==> src/rtl/axi4_reg_slave_if.sv <==
// rtl/axi4_reg_slave_if.sv - AXI4 write/read channel bundle for the register slave
interface axi4_reg_slave_if;
    logic        awvalid;
    logic        awready;
    logic [31:0] awaddr;
    logic [7:0]  awlen;
    logic [1:0]  awburst;
    logic        wvalid;
    logic        wready;
    logic [31:0] wdata;
    logic [3:0]  wstrb;
    logic        wlast;
    logic        bvalid;
    logic        bready;
    logic [1:0]  bresp;
    logic        arvalid;
    logic        arready;
    logic [31:0] araddr;
    logic [7:0]  arlen;
    logic [1:0]  arburst;
    logic        rvalid;
    logic        rready;
    logic [31:0] rdata;
    logic [1:0]  rresp;
    logic        rlast;

    modport master (
        output awvalid, awaddr, awlen, awburst, wvalid, wdata, wstrb, wlast, bready,
               arvalid, araddr, arlen, arburst, rready,
        input  awready, wready, bvalid, bresp, arready, rvalid, rdata, rresp, rlast
    );

    modport slave (
        input  awvalid, awaddr, awlen, awburst, wvalid, wdata, wstrb, wlast, bready,
               arvalid, araddr, arlen, arburst, rready,
        output awready, wready, bvalid, bresp, arready, rvalid, rdata, rresp, rlast
    );
endinterface

==> src/rtl/axi4_reg_slave.sv <==
// rtl/axi4_reg_slave.sv - AXI4 slave register bank with FIXED/INCR bursts and write pulses
module axi4_reg_slave #(
    parameter int          NUM_REGS    = 16,
    parameter logic [31:0] BASE_ADDR   = 32'h0000_0000,
    parameter logic [31:0] RESET_VALUE = 32'h0000_0000
) (
    input  logic                     aclk,
    input  logic                     areset,
    axi4_reg_slave_if.slave          s_axi,
    output logic [32*NUM_REGS-1:0]   reg_out,
    output logic [NUM_REGS-1:0]      reg_wr_pulse
);
    localparam int          IW      = (NUM_REGS > 1) ? $clog2(NUM_REGS) : 1;
    localparam logic [29:0] NUM_IDX = 30'(NUM_REGS);

    typedef enum logic [1:0] {W_IDLE, W_DATA, W_RESP} w_state_t;
    typedef enum logic       {R_IDLE, R_DATA}         r_state_t;

    logic [31:0] regs [NUM_REGS];

    w_state_t    w_state;
    logic        awready_q, wready_q, bvalid_q;
    logic [1:0]  bresp_q;
    logic [29:0] w_idx;
    logic [7:0]  w_cnt, w_len;
    logic        w_fixed, w_slverr, w_decerr;

    r_state_t    r_state;
    logic        arready_q, rvalid_q, rlast_q;
    logic [31:0] rdata_q;
    logic [1:0]  rresp_q;
    logic [29:0] r_idx;
    logic [7:0]  r_cnt, r_len;
    logic        r_fixed, r_slverr;

    // Ready flags come up as 1 out of reset but are masked while reset is held,
    // so the slave accepts addresses from the very first cycle after release.
    assign s_axi.awready = awready_q & ~areset;
    assign s_axi.arready = arready_q & ~areset;
    assign s_axi.wready  = wready_q;
    assign s_axi.bvalid  = bvalid_q;
    assign s_axi.bresp   = bresp_q;
    assign s_axi.rvalid  = rvalid_q;
    assign s_axi.rlast   = rlast_q;
    assign s_axi.rdata   = rdata_q;
    assign s_axi.rresp   = rresp_q;

    // Register index is word offset from the base, wrapping modulo 2^30.
    logic [29:0] aw_idx, ar_idx;
    assign aw_idx = 30'((s_axi.awaddr - BASE_ADDR) >> 2);
    assign ar_idx = 30'((s_axi.araddr - BASE_ADDR) >> 2);

    logic w_fire, w_in_range, w_last_beat, w_last_err;
    assign w_fire      = s_axi.wvalid && wready_q;
    assign w_in_range  = w_idx < NUM_IDX;
    assign w_last_beat = w_cnt == w_len;
    assign w_last_err  = s_axi.wlast != w_last_beat;

    genvar gi;
    generate
        for (gi = 0; gi < NUM_REGS; gi++) begin : g_out
            assign reg_out[32*gi +: 32] = regs[gi];
        end
    endgenerate

    // Write channel FSM and register storage; burst ends on the counted beat, not on wlast.
    always_ff @(posedge aclk) begin
        if (areset) begin
            w_state      <= W_IDLE;
            awready_q    <= 1'b1;
            wready_q     <= 1'b0;
            bvalid_q     <= 1'b0;
            bresp_q      <= 2'b00;
            w_idx        <= '0;
            w_cnt        <= '0;
            w_len        <= '0;
            w_fixed      <= 1'b0;
            w_slverr     <= 1'b0;
            w_decerr     <= 1'b0;
            reg_wr_pulse <= '0;
            for (int i = 0; i < NUM_REGS; i++) regs[i] <= RESET_VALUE;
        end else begin
            reg_wr_pulse <= '0;
            case (w_state)
                W_IDLE: begin
                    if (s_axi.awvalid && s_axi.awready) begin
                        awready_q <= 1'b0;
                        wready_q  <= 1'b1;
                        w_idx     <= aw_idx;
                        w_len     <= s_axi.awlen;
                        w_cnt     <= '0;
                        w_fixed   <= s_axi.awburst == 2'b00;
                        w_slverr  <= s_axi.awburst[1];
                        w_decerr  <= 1'b0;
                        w_state   <= W_DATA;
                    end
                end
                W_DATA: begin
                    if (w_fire) begin
                        if (w_in_range) begin
                            for (int b = 0; b < 4; b++) begin
                                if (s_axi.wstrb[b]) regs[w_idx[IW-1:0]][8*b +: 8] <= s_axi.wdata[8*b +: 8];
                            end
                            reg_wr_pulse[w_idx[IW-1:0]] <= 1'b1;
                        end else begin
                            w_decerr <= 1'b1;
                        end
                        if (w_last_err) w_slverr <= 1'b1;
                        if (w_last_beat) begin
                            wready_q <= 1'b0;
                            bvalid_q <= 1'b1;
                            if (!w_in_range || w_decerr)     bresp_q <= 2'b11;
                            else if (w_slverr || w_last_err) bresp_q <= 2'b10;
                            else                             bresp_q <= 2'b00;
                            w_state  <= W_RESP;
                        end else begin
                            w_cnt <= w_cnt + 8'd1;
                            if (!w_fixed) w_idx <= w_idx + 30'd1;
                        end
                    end
                end
                W_RESP: begin
                    if (s_axi.bready) begin
                        bvalid_q  <= 1'b0;
                        bresp_q   <= 2'b00;
                        awready_q <= 1'b1;
                        w_slverr  <= 1'b0;
                        w_decerr  <= 1'b0;
                        w_state   <= W_IDLE;
                    end
                end
                default: w_state <= W_IDLE;
            endcase
        end
    end

    // Next read beat: taken from the AR channel when idle, else stepped from the current beat.
    logic [29:0] r_next_idx;
    logic        r_next_in, r_next_slv;
    logic [31:0] r_next_data;
    logic [1:0]  r_next_resp;
    always_comb begin
        r_next_idx  = (r_state == R_IDLE) ? ar_idx : (r_fixed ? r_idx : r_idx + 30'd1);
        r_next_slv  = (r_state == R_IDLE) ? s_axi.arburst[1] : r_slverr;
        r_next_in   = r_next_idx < NUM_IDX;
        r_next_data = 32'h0;
        if (r_next_in) r_next_data = regs[r_next_idx[IW-1:0]];
        r_next_resp = !r_next_in ? 2'b11 : (r_next_slv ? 2'b10 : 2'b00);
    end

    // Read channel FSM; beats are registered so a same-edge write is seen only by later beats.
    always_ff @(posedge aclk) begin
        if (areset) begin
            r_state   <= R_IDLE;
            arready_q <= 1'b1;
            rvalid_q  <= 1'b0;
            rlast_q   <= 1'b0;
            rdata_q   <= '0;
            rresp_q   <= 2'b00;
            r_idx     <= '0;
            r_cnt     <= '0;
            r_len     <= '0;
            r_fixed   <= 1'b0;
            r_slverr  <= 1'b0;
        end else begin
            case (r_state)
                R_IDLE: begin
                    if (s_axi.arvalid && s_axi.arready) begin
                        arready_q <= 1'b0;
                        rvalid_q  <= 1'b1;
                        r_idx     <= r_next_idx;
                        r_len     <= s_axi.arlen;
                        r_cnt     <= '0;
                        r_fixed   <= s_axi.arburst == 2'b00;
                        r_slverr  <= s_axi.arburst[1];
                        rdata_q   <= r_next_data;
                        rresp_q   <= r_next_resp;
                        rlast_q   <= s_axi.arlen == 8'd0;
                        r_state   <= R_DATA;
                    end
                end
                R_DATA: begin
                    if (s_axi.rready) begin
                        if (rlast_q) begin
                            rvalid_q  <= 1'b0;
                            rlast_q   <= 1'b0;
                            rdata_q   <= '0;
                            rresp_q   <= 2'b00;
                            arready_q <= 1'b1;
                            r_state   <= R_IDLE;
                        end else begin
                            r_idx   <= r_next_idx;
                            r_cnt   <= r_cnt + 8'd1;
                            rdata_q <= r_next_data;
                            rresp_q <= r_next_resp;
                            rlast_q <= (r_cnt + 8'd1) == r_len;
                        end
                    end
                end
                default: r_state <= R_IDLE;
            endcase
        end
    end
endmodule

==> src/flat_wrapper.sv <==
// flat-port wrapper written by rule: the top's interface ports become plain ports
module axi4_reg_slave_flat 
#(
    parameter int          NUM_REGS    = 16,
    parameter logic [31:0] BASE_ADDR   = 32'h0000_0000,
    parameter logic [31:0] RESET_VALUE = 32'h0000_0000
)
  (aclk, areset, reg_out, reg_wr_pulse, s_axi_awvalid, s_axi_awaddr, s_axi_awlen, s_axi_awburst, s_axi_wvalid, s_axi_wdata, s_axi_wstrb, s_axi_wlast, s_axi_bready, s_axi_arvalid, s_axi_araddr, s_axi_arlen, s_axi_arburst, s_axi_rready, s_axi_awready, s_axi_wready, s_axi_bvalid, s_axi_bresp, s_axi_arready, s_axi_rvalid, s_axi_rdata, s_axi_rresp, s_axi_rlast);
  axi4_reg_slave_if s_axi_i ();
  input  logic aclk;
  input  logic areset;
  output logic [32*NUM_REGS-1:0] reg_out;
  output logic [NUM_REGS-1:0] reg_wr_pulse;
  input wire logic [$bits(s_axi_i.awvalid)-1:0] s_axi_awvalid;
  input wire logic [$bits(s_axi_i.awaddr)-1:0] s_axi_awaddr;
  input wire logic [$bits(s_axi_i.awlen)-1:0] s_axi_awlen;
  input wire logic [$bits(s_axi_i.awburst)-1:0] s_axi_awburst;
  input wire logic [$bits(s_axi_i.wvalid)-1:0] s_axi_wvalid;
  input wire logic [$bits(s_axi_i.wdata)-1:0] s_axi_wdata;
  input wire logic [$bits(s_axi_i.wstrb)-1:0] s_axi_wstrb;
  input wire logic [$bits(s_axi_i.wlast)-1:0] s_axi_wlast;
  input wire logic [$bits(s_axi_i.bready)-1:0] s_axi_bready;
  input wire logic [$bits(s_axi_i.arvalid)-1:0] s_axi_arvalid;
  input wire logic [$bits(s_axi_i.araddr)-1:0] s_axi_araddr;
  input wire logic [$bits(s_axi_i.arlen)-1:0] s_axi_arlen;
  input wire logic [$bits(s_axi_i.arburst)-1:0] s_axi_arburst;
  input wire logic [$bits(s_axi_i.rready)-1:0] s_axi_rready;
  output wire logic [$bits(s_axi_i.awready)-1:0] s_axi_awready;
  output wire logic [$bits(s_axi_i.wready)-1:0] s_axi_wready;
  output wire logic [$bits(s_axi_i.bvalid)-1:0] s_axi_bvalid;
  output wire logic [$bits(s_axi_i.bresp)-1:0] s_axi_bresp;
  output wire logic [$bits(s_axi_i.arready)-1:0] s_axi_arready;
  output wire logic [$bits(s_axi_i.rvalid)-1:0] s_axi_rvalid;
  output wire logic [$bits(s_axi_i.rdata)-1:0] s_axi_rdata;
  output wire logic [$bits(s_axi_i.rresp)-1:0] s_axi_rresp;
  output wire logic [$bits(s_axi_i.rlast)-1:0] s_axi_rlast;
  assign s_axi_i.awvalid = s_axi_awvalid;
  assign s_axi_i.awaddr = s_axi_awaddr;
  assign s_axi_i.awlen = s_axi_awlen;
  assign s_axi_i.awburst = s_axi_awburst;
  assign s_axi_i.wvalid = s_axi_wvalid;
  assign s_axi_i.wdata = s_axi_wdata;
  assign s_axi_i.wstrb = s_axi_wstrb;
  assign s_axi_i.wlast = s_axi_wlast;
  assign s_axi_i.bready = s_axi_bready;
  assign s_axi_i.arvalid = s_axi_arvalid;
  assign s_axi_i.araddr = s_axi_araddr;
  assign s_axi_i.arlen = s_axi_arlen;
  assign s_axi_i.arburst = s_axi_arburst;
  assign s_axi_i.rready = s_axi_rready;
  assign s_axi_awready = s_axi_i.awready;
  assign s_axi_wready = s_axi_i.wready;
  assign s_axi_bvalid = s_axi_i.bvalid;
  assign s_axi_bresp = s_axi_i.bresp;
  assign s_axi_arready = s_axi_i.arready;
  assign s_axi_rvalid = s_axi_i.rvalid;
  assign s_axi_rdata = s_axi_i.rdata;
  assign s_axi_rresp = s_axi_i.rresp;
  assign s_axi_rlast = s_axi_i.rlast;
  axi4_reg_slave #(.NUM_REGS(NUM_REGS), .BASE_ADDR(BASE_ADDR), .RESET_VALUE(RESET_VALUE)) u_core (.aclk(aclk), .areset(areset), .s_axi(s_axi_i), .reg_out(reg_out), .reg_wr_pulse(reg_wr_pulse));
endmodule
==> config.mk <==
export PLATFORM = sky130hd
export DESIGN_NAME = axi4_reg_slave_flat
export DESIGN_NICKNAME = d
export VERILOG_FILES = /design/src/rtl/axi4_reg_slave_if.sv /design/src/rtl/axi4_reg_slave.sv /design/src/flat_wrapper.sv
export SDC_FILE = /design/constraint.sdc
export NUM_CORES = 1
export LEC_CHECK = 0
export CAP_MARGIN = 10
export CORE_AREA = 2 2 270 272
export DETAILED_ROUTE_END_ITERATION = 16
export DIE_AREA = 0 0 272 274
export PLACE_DENSITY_LB_ADDON = 0.2
export SYNTH_ARGS = -nofsm -noshare
export SYNTH_HDL_FRONTEND = slang
export SYNTH_SLANG_ARGS = --single-unit
==> constraint.sdc <==
create_clock -name aclk -period 3.9 [get_ports aclk]
set_input_delay 0.39 -clock aclk [delete_from_list [all_inputs] [get_ports aclk]]
set_output_delay 0.39 -clock aclk [all_outputs]
set_load 0.005 [all_outputs]
# Word-level counts from Yosys, hierarchy flattened
# Memory sizes are Yosys's and may differ from the RTL's.
# Cells that the tools add are included.
# word_totals
output_inout_bits	570
mem_count	1
ramBits	512
elab_cells	192
reg_bits	158
inputBits	128
latchBits	0
rom_bits	0
# classes
addsub	4
n_bitwise	7
n_eq_ne	17
n_mux	106
shifts	0
reduce_logical	30
div	0
mul	0
magnitude_cmp	4
# memory_table
name	words	word_bits	rd	rd_ports_with_merged_regs	wr	line_no	rtl
u_core.regs	16	32	17	0	16	axi4_reg_slave.sv:19	logic [31:0] regs [NUM_REGS];
# op_table
op	count
$mux W30	9
$mux W32	5
$pmux W30 S2	2
$pmux W32 S2	1
$add A30 B1 Y30 const B	2
$lt A30 B5 Y1 const B	2
$mux W1	53
$mux W8	6
$pmux W8 S2	2
$reduce_or A32 Y1	1
$mux W2	13
$add A8 B1 Y8 const B	2
$eq A8 B8 Y1	2
$ne A2 B2 Y1 const B	8
$reduce_and A4 Y1	4
$reduce_and A5 Y1	3
$pmux W1 S2	7
$reduce_and A3 Y1	3
$logic_not A8 Y1	1
$mux W4	2
$ne A2 B1 Y1 const B	4
$pmux W2 S2	2
$logic_not A2 Y1	3
$pmux W1 S3	2
other kinds (16)	29

# Depth between registers and ports, before layout
# depth
ltp_word	8
ltp_mapped	12
mapped_depth_nobuf	8

# Worst setup path before layout
# Ideal clock, no wire load.
# synth_path
path_kind	register to register
from	reg u_core.w_idx[7]
to	mem u_core.regs[10][10], enable pin
required_time_ns	3.574
setup_slack_ns	1.034
path_stages_with_launch	11
arrival_time_ns	2.540
cell_sequence	dfxtp_1 -> buf_2 -> or4_1 -> nor3_1 -> nand4_1 -> nor3_1 -> clkbuf_2 -> and3_1 -> buf_2 -> buf_2 -> a21o_1
# synth_lines
item	line_no	rtl
start: declaration	axi4_reg_slave.sv:24	logic [29:0] w_idx;
start signal: assignment	axi4_reg_slave.sv:89	w_idx <= aw_idx;
start signal: assignment	axi4_reg_slave.sv:118	if (!w_fixed) w_idx <= w_idx + 30'd1;
end: declaration	axi4_reg_slave.sv:19	

# Worst setup path in the final report
# layout_path
from	reg u_core.r_idx[2]
to	reg u_core.rdata_q[20], in the netlist u_core.s_axi.rdata[20]
# layout_between
elab_chain_cells	8
word_cells_on_any_way	10
classes_between	add/sub (1); order compare (1); mux (7); memory (1)
# layout_rtl
item	line_no	rtl
start: declaration	axi4_reg_slave.sv:32	logic [29:0] r_idx;
start signal: assignment	axi4_reg_slave.sv:171	r_idx <= r_next_idx;
start signal: assignment	axi4_reg_slave.sv:192	r_idx <= r_next_idx;
$add A30 B1 Y30	axi4_reg_slave.sv:143	r_next_idx = (r_state == R_IDLE) ? ar_idx : (r_fixed ? r_idx : r_idx + 30'd1);
$mux W30 (*) (2 in a row)	axi4_reg_slave.sv:143	
$lt A30 B5 Y1 or $mem_v2 Z16 W32 (tied branches)	n/a	
$mux W32 (*)	axi4_reg_slave.sv:147	if (r_next_in) r_next_data = regs[r_next_idx[IW-1:0]];
$mux W32	axi4_reg_slave.sv:184	if (rlast_q) begin
$mux W32	axi4_reg_slave.sv:183	if (s_axi.rready) begin
$pmux W32 S2 (*)	axi4_reg_slave.sv:166	case (r_state)
end signal: assignment	axi4_reg_slave.sv:176	rdata_q <= r_next_data;
end signal: assignment	axi4_reg_slave.sv:194	rdata_q <= r_next_data;
end: declaration	axi4_reg_slave.sv:30	logic [31:0] rdata_q;
# Every way passes the cells marked *; elsewhere a longest branch is shown, timed or not. The select of a mux whose other input is x is not followed.
# A chain may end at the register's enable or synchronous reset.

==> flow_summary_export.csv <==
group,metric,value,unit
outcome,status,"finished clean",
synth,synth_top_family_by_area,"simple AND/OR/NAND/NOR gates",
critical_path,cp-end-kind,"flip-flop",
synth,synth_edf_count,512,
drt,viasPerCell,6.11,
synth,synth_ff_type,"edfxtp_1",
synth,synth_xor_area_share,0.937,%
job,drv_cap,0,
placed_design,preCtsSetupSlack,0.615,ns
synth,synth_top_cell_by_area,"edfxtp_1",
synth,synthTopCellsByArea,"edfxtp_1, and3_1, dfxtp_1",
sta,finalCritPeriodShare,86.0,%
sta,fin_ws,0.545,ns
floorplanning,dieArea,74500,um2
drt,drcViolationCount,0,
synth,yosys.area_share.adder,0.421,%
clock_network,cts-root-buf,"clkbuf_16",
floorplanning,start_util,45.5,%
critical_path,worstSetupStartpointType,"flip-flop",
finish,fillCellCount,6039,
clock_network,ctsHtreeMaxLevel,3,
placed_design,place_congestion,0.928,
sta,finClkSkew,0.0373,ns
clock_network,cts_resized,0,
global_route,antenna_found_initial,6,
clock_network,clock_tree.buffer_depth,3,
drt,vias,29100,
sta,slew_headroom,28.3,%
floorplanning,ios,698,
placed_design,hpwlAfterDp,94800,um
sta,setup_viol,0,
pwr,peakVddDrop,413,uV
placed_design,dp_cells,4619,
drt,avgRoutedWirePerCell,28.2,um
sta,slew_violations,0,
global_route,grt_max_degree,145,
clock_network,numCtsBuffers,76,
drt,first_pass_iters,6,
clock_network,postCtsSetupBuffers,0,
sta,rsz0062_at_grt,"false",
synth,ys_ff_latch,670,
critical_path,rrSetupSlack,0.54,ns
clock_network,cts_sinks,670,
floorplanning,die_width,272,um
synth,synth_cell_types,67,
sta,tns,0,ns
hold_path,hold_start,"areset",
global_route,grt_pass1_wl,190000,um
critical_path,reg2reg_depth,8,
critical_path,required,4.44,ns
global_route,grt_pass1_vias,27400,
floorplanning,rows,99,
critical_path,path_class,"reg -> reg",
synth,syn_area,32700,um2
critical_path,cp_max_fo,32,
pwr,cellPowerDensity,440,nW/um2
placed_design,portBuffers,693,
sta,tightest_slew,1.08,ns
drt,drtIter0Drc,3615,
pwr,p_leak,17.8,nW
finish,drive_gt1_share,7.98,%
critical_path,worst_r2r_endpoint,"u_core.s_axi.rdata[20]$_SDFFE_PP0P_",
hold_path,hold_path_class,"in -> reg",
clock_network,insertion_delay,0.64,ns
critical_path,critical_path_arrival,3.90,ns
drt,antenna_left,0,
synth,synth_compound_area_share,9.34,%
finish,syn2layout_area_growth,31.7,%
sta,clock.fmax,298,MHz
synth,ys_warn_count,0,
floorplanning,core_area,72000,um2
sta,hold_viol_final,0,
synth,postSynthCellCount,3196,
floorplanning,fp.dieH,274,um
synth,synth_mux_area_share,3.31,%
drt,wl,134000,um
hold_path,min_path_cells,2,
critical_path,rr_startpoint,"u_core.r_idx[2]$_SDFFE_PP0P_",
sta,fin_crit,3.36,ns
finish,layout.nets,3877,
synth,seq_area_frac_synth,56.6,%
synth,ys_async_sr_fraction,0,%
global_route,grt_overflow,0,
synth,synth_top_area_share,47.0,%
hold_path,holdPathEnd,"u_core.s_axi.bresp[0]$_SDFFE_PP0P_",
clock_network,ctsHoldBuffers,0,
clock_network,cts_tree,"done",
synth,syn_nets,3335,
clock_network,clkSlewWorstSetupHoldPaths,0.06,ns
synth,avgSynthCellArea,10.2,um2
synth,synthSimpleGateAreaFrac,25.0,%
global_route,grt.total_usage,34.8,%
finish,fin_cells,4760,
## per-layer routing
layer	vias to the layer above	global-route usage, %	share of wire, %
met5	-	0	0
met4	0	13.6	4.2
met3	305	10.5	11
met2	1700	57.6	48
met1	14300	42.8	37
li1	12800	-	-
## state kept, by name, indices dropped and copies added (netlist names), 2 cells and up
name / cells
u_core.w_len: 8
u_core.w_cnt: 8
u_core.reg_wr_pulse: 16
u_core.regs: 512
u_core.w_idx: 30
u_core.s_axi.bresp: 2
u_core.r_len: 8
u_core.w_state: 2
u_core.r_idx: 30
u_core.s_axi.rdata: 32
u_core.s_axi.rresp: 2
u_core.r_cnt: 8
## synth_stat cells (all sizes together), types with 10 or more instances
cell type,count
a211oi,15
a21o,72
a21oi,84
a222oi,10
a22oi,22
a311o,32
a32oi,33
and2,11
and3,535
buf,49
clkbuf,285
dfxtp,158
edfxtp,512
ha,11
inv,19
mux2i,106
nand2,533
nand3,287
nand4,24
nor2,94
nor2b,15
nor3,43
nor4,21
o21ai,50
o31ai,41
or3,12
xnor2,26
## worst max-delay path: stages, from the launching register on
cell and delay (ns):
dfxtp_1 0.47, nand4b_1 0.43, or4_4 0.75, nor3_1 0.51, xnor2_1 0.18, a21o_1 0.19, nand4_4 0.16, buf_12 0.27
o31ai_2 0.28
## report_power, final
group / switching (mW) / internal (mW)
Clock: 3.05 / 4.25
Sequential: 0.395 / 8.02
Combinational: 2.03 / 1.24
Total: 5.47 / 13.5
## cell usage in the layout, fill, tap and decap left out, types with 21 or more instances in the layout
cell type	instances
clkdlybuf4s50_1	688
nand2_1	532
and3_1	519
edfxtp_1	512
nand3_1	287
dfxtp_1	157
mux2i_1	106
buf_4	89
nor2_1	88
a21oi_1	81
clkbuf_16	78
a21o_1	70
o21ai_0	48
nor3_1	42
a32oi_1	33
a311o_1	32
o31ai_2	29
xnor2_1	26
a22oi_1	22
nand4_1	21
## cell families (layout without fill, tap and decap cells)
| logic type | after synthesis | count (layout) |
|---|---|---|
| buffers and inverters | 353 | 955 |
| AOI/OAI and AO/OA | 409 | 409 |
| adders and majority gates | 11 | 11 |
| DFF | 670 | 670 |
| muxes | 108 | 108 |
| and+or+nand+nor | 1610 | 1610 |
| other | 0 | 3 |
| xor gates and xnor gates | 35 | 35 |
## area by class of cell
type | instances | area (um2) | area share, %
Clock inverter | 41 | 440 | 1.02
Antenna cell | 3 | 7.51 | 0.0174
Timing Repair Buffer | 798 | 7920 | 18.4
Clock buffer | 97 | 2040 | 4.74
Tap cell | 959 | 1200 | 2.78
Multi-Input combinational cell | 2173 | 12900 | 29.9
Sequential cell | 670 | 18500 | 43.0
Inverter | 19 | 71.3 | 0.165
## worst max-delay path by stage
| stage | from | depth (start not counted) | to | slack [ns] |
|---|---|---|---|---|
| 2_1_floorplan | u_core.w_idx[7]$_SDFFE_PP0P_ | 10 | u_core.regs[10][10]$_SDFFCE_PN0P_ | 1.03 |
| 3_3_place_gp | s_axi_araddr[20] | 9 | u_core.s_axi.rdata[12]$_SDFFE_PP0P_ | 0.63 |
| 3_5_place_dp | s_axi_araddr[20] | 9 | u_core.s_axi.rdata[20]$_SDFFE_PP0P_ | 0.61 |
| 4_1_cts | u_core.w_idx[7]$_SDFFE_PP0P_ | 7 | u_core.regs[3][26]$_SDFFCE_PN0P_ | 0.59 |
| 5_1_grt | u_core.r_idx[2]$_SDFFE_PP0P_ | 8 | u_core.s_axi.rdata[10]$_SDFFE_PP0P_ | 0.37 |
| 6_report | u_core.r_idx[2]$_SDFFE_PP0P_ | 8 | u_core.s_axi.rdata[20]$_SDFFE_PP0P_ | 0.54 |
## stage by stage
stage | utilization, % | instance area (um2) | power, mW | hold slack (ns)
after detailed placement | 56.4 | 40600 | 11.7 | 0.445
after global routing | 59.9 | 43100 | 19.5 | 0.240
after global placement | 56.4 | 40600 | 11.7 | 0.439
after floorplan | - | 32700 | 10.2 | 0.436
after CTS | 59.9 | 43100 | 18.9 | 0.210
final | 59.9 | 43100 | 19.0 | 0.228
Note: power is estimated with default switching activity, not from simulation.
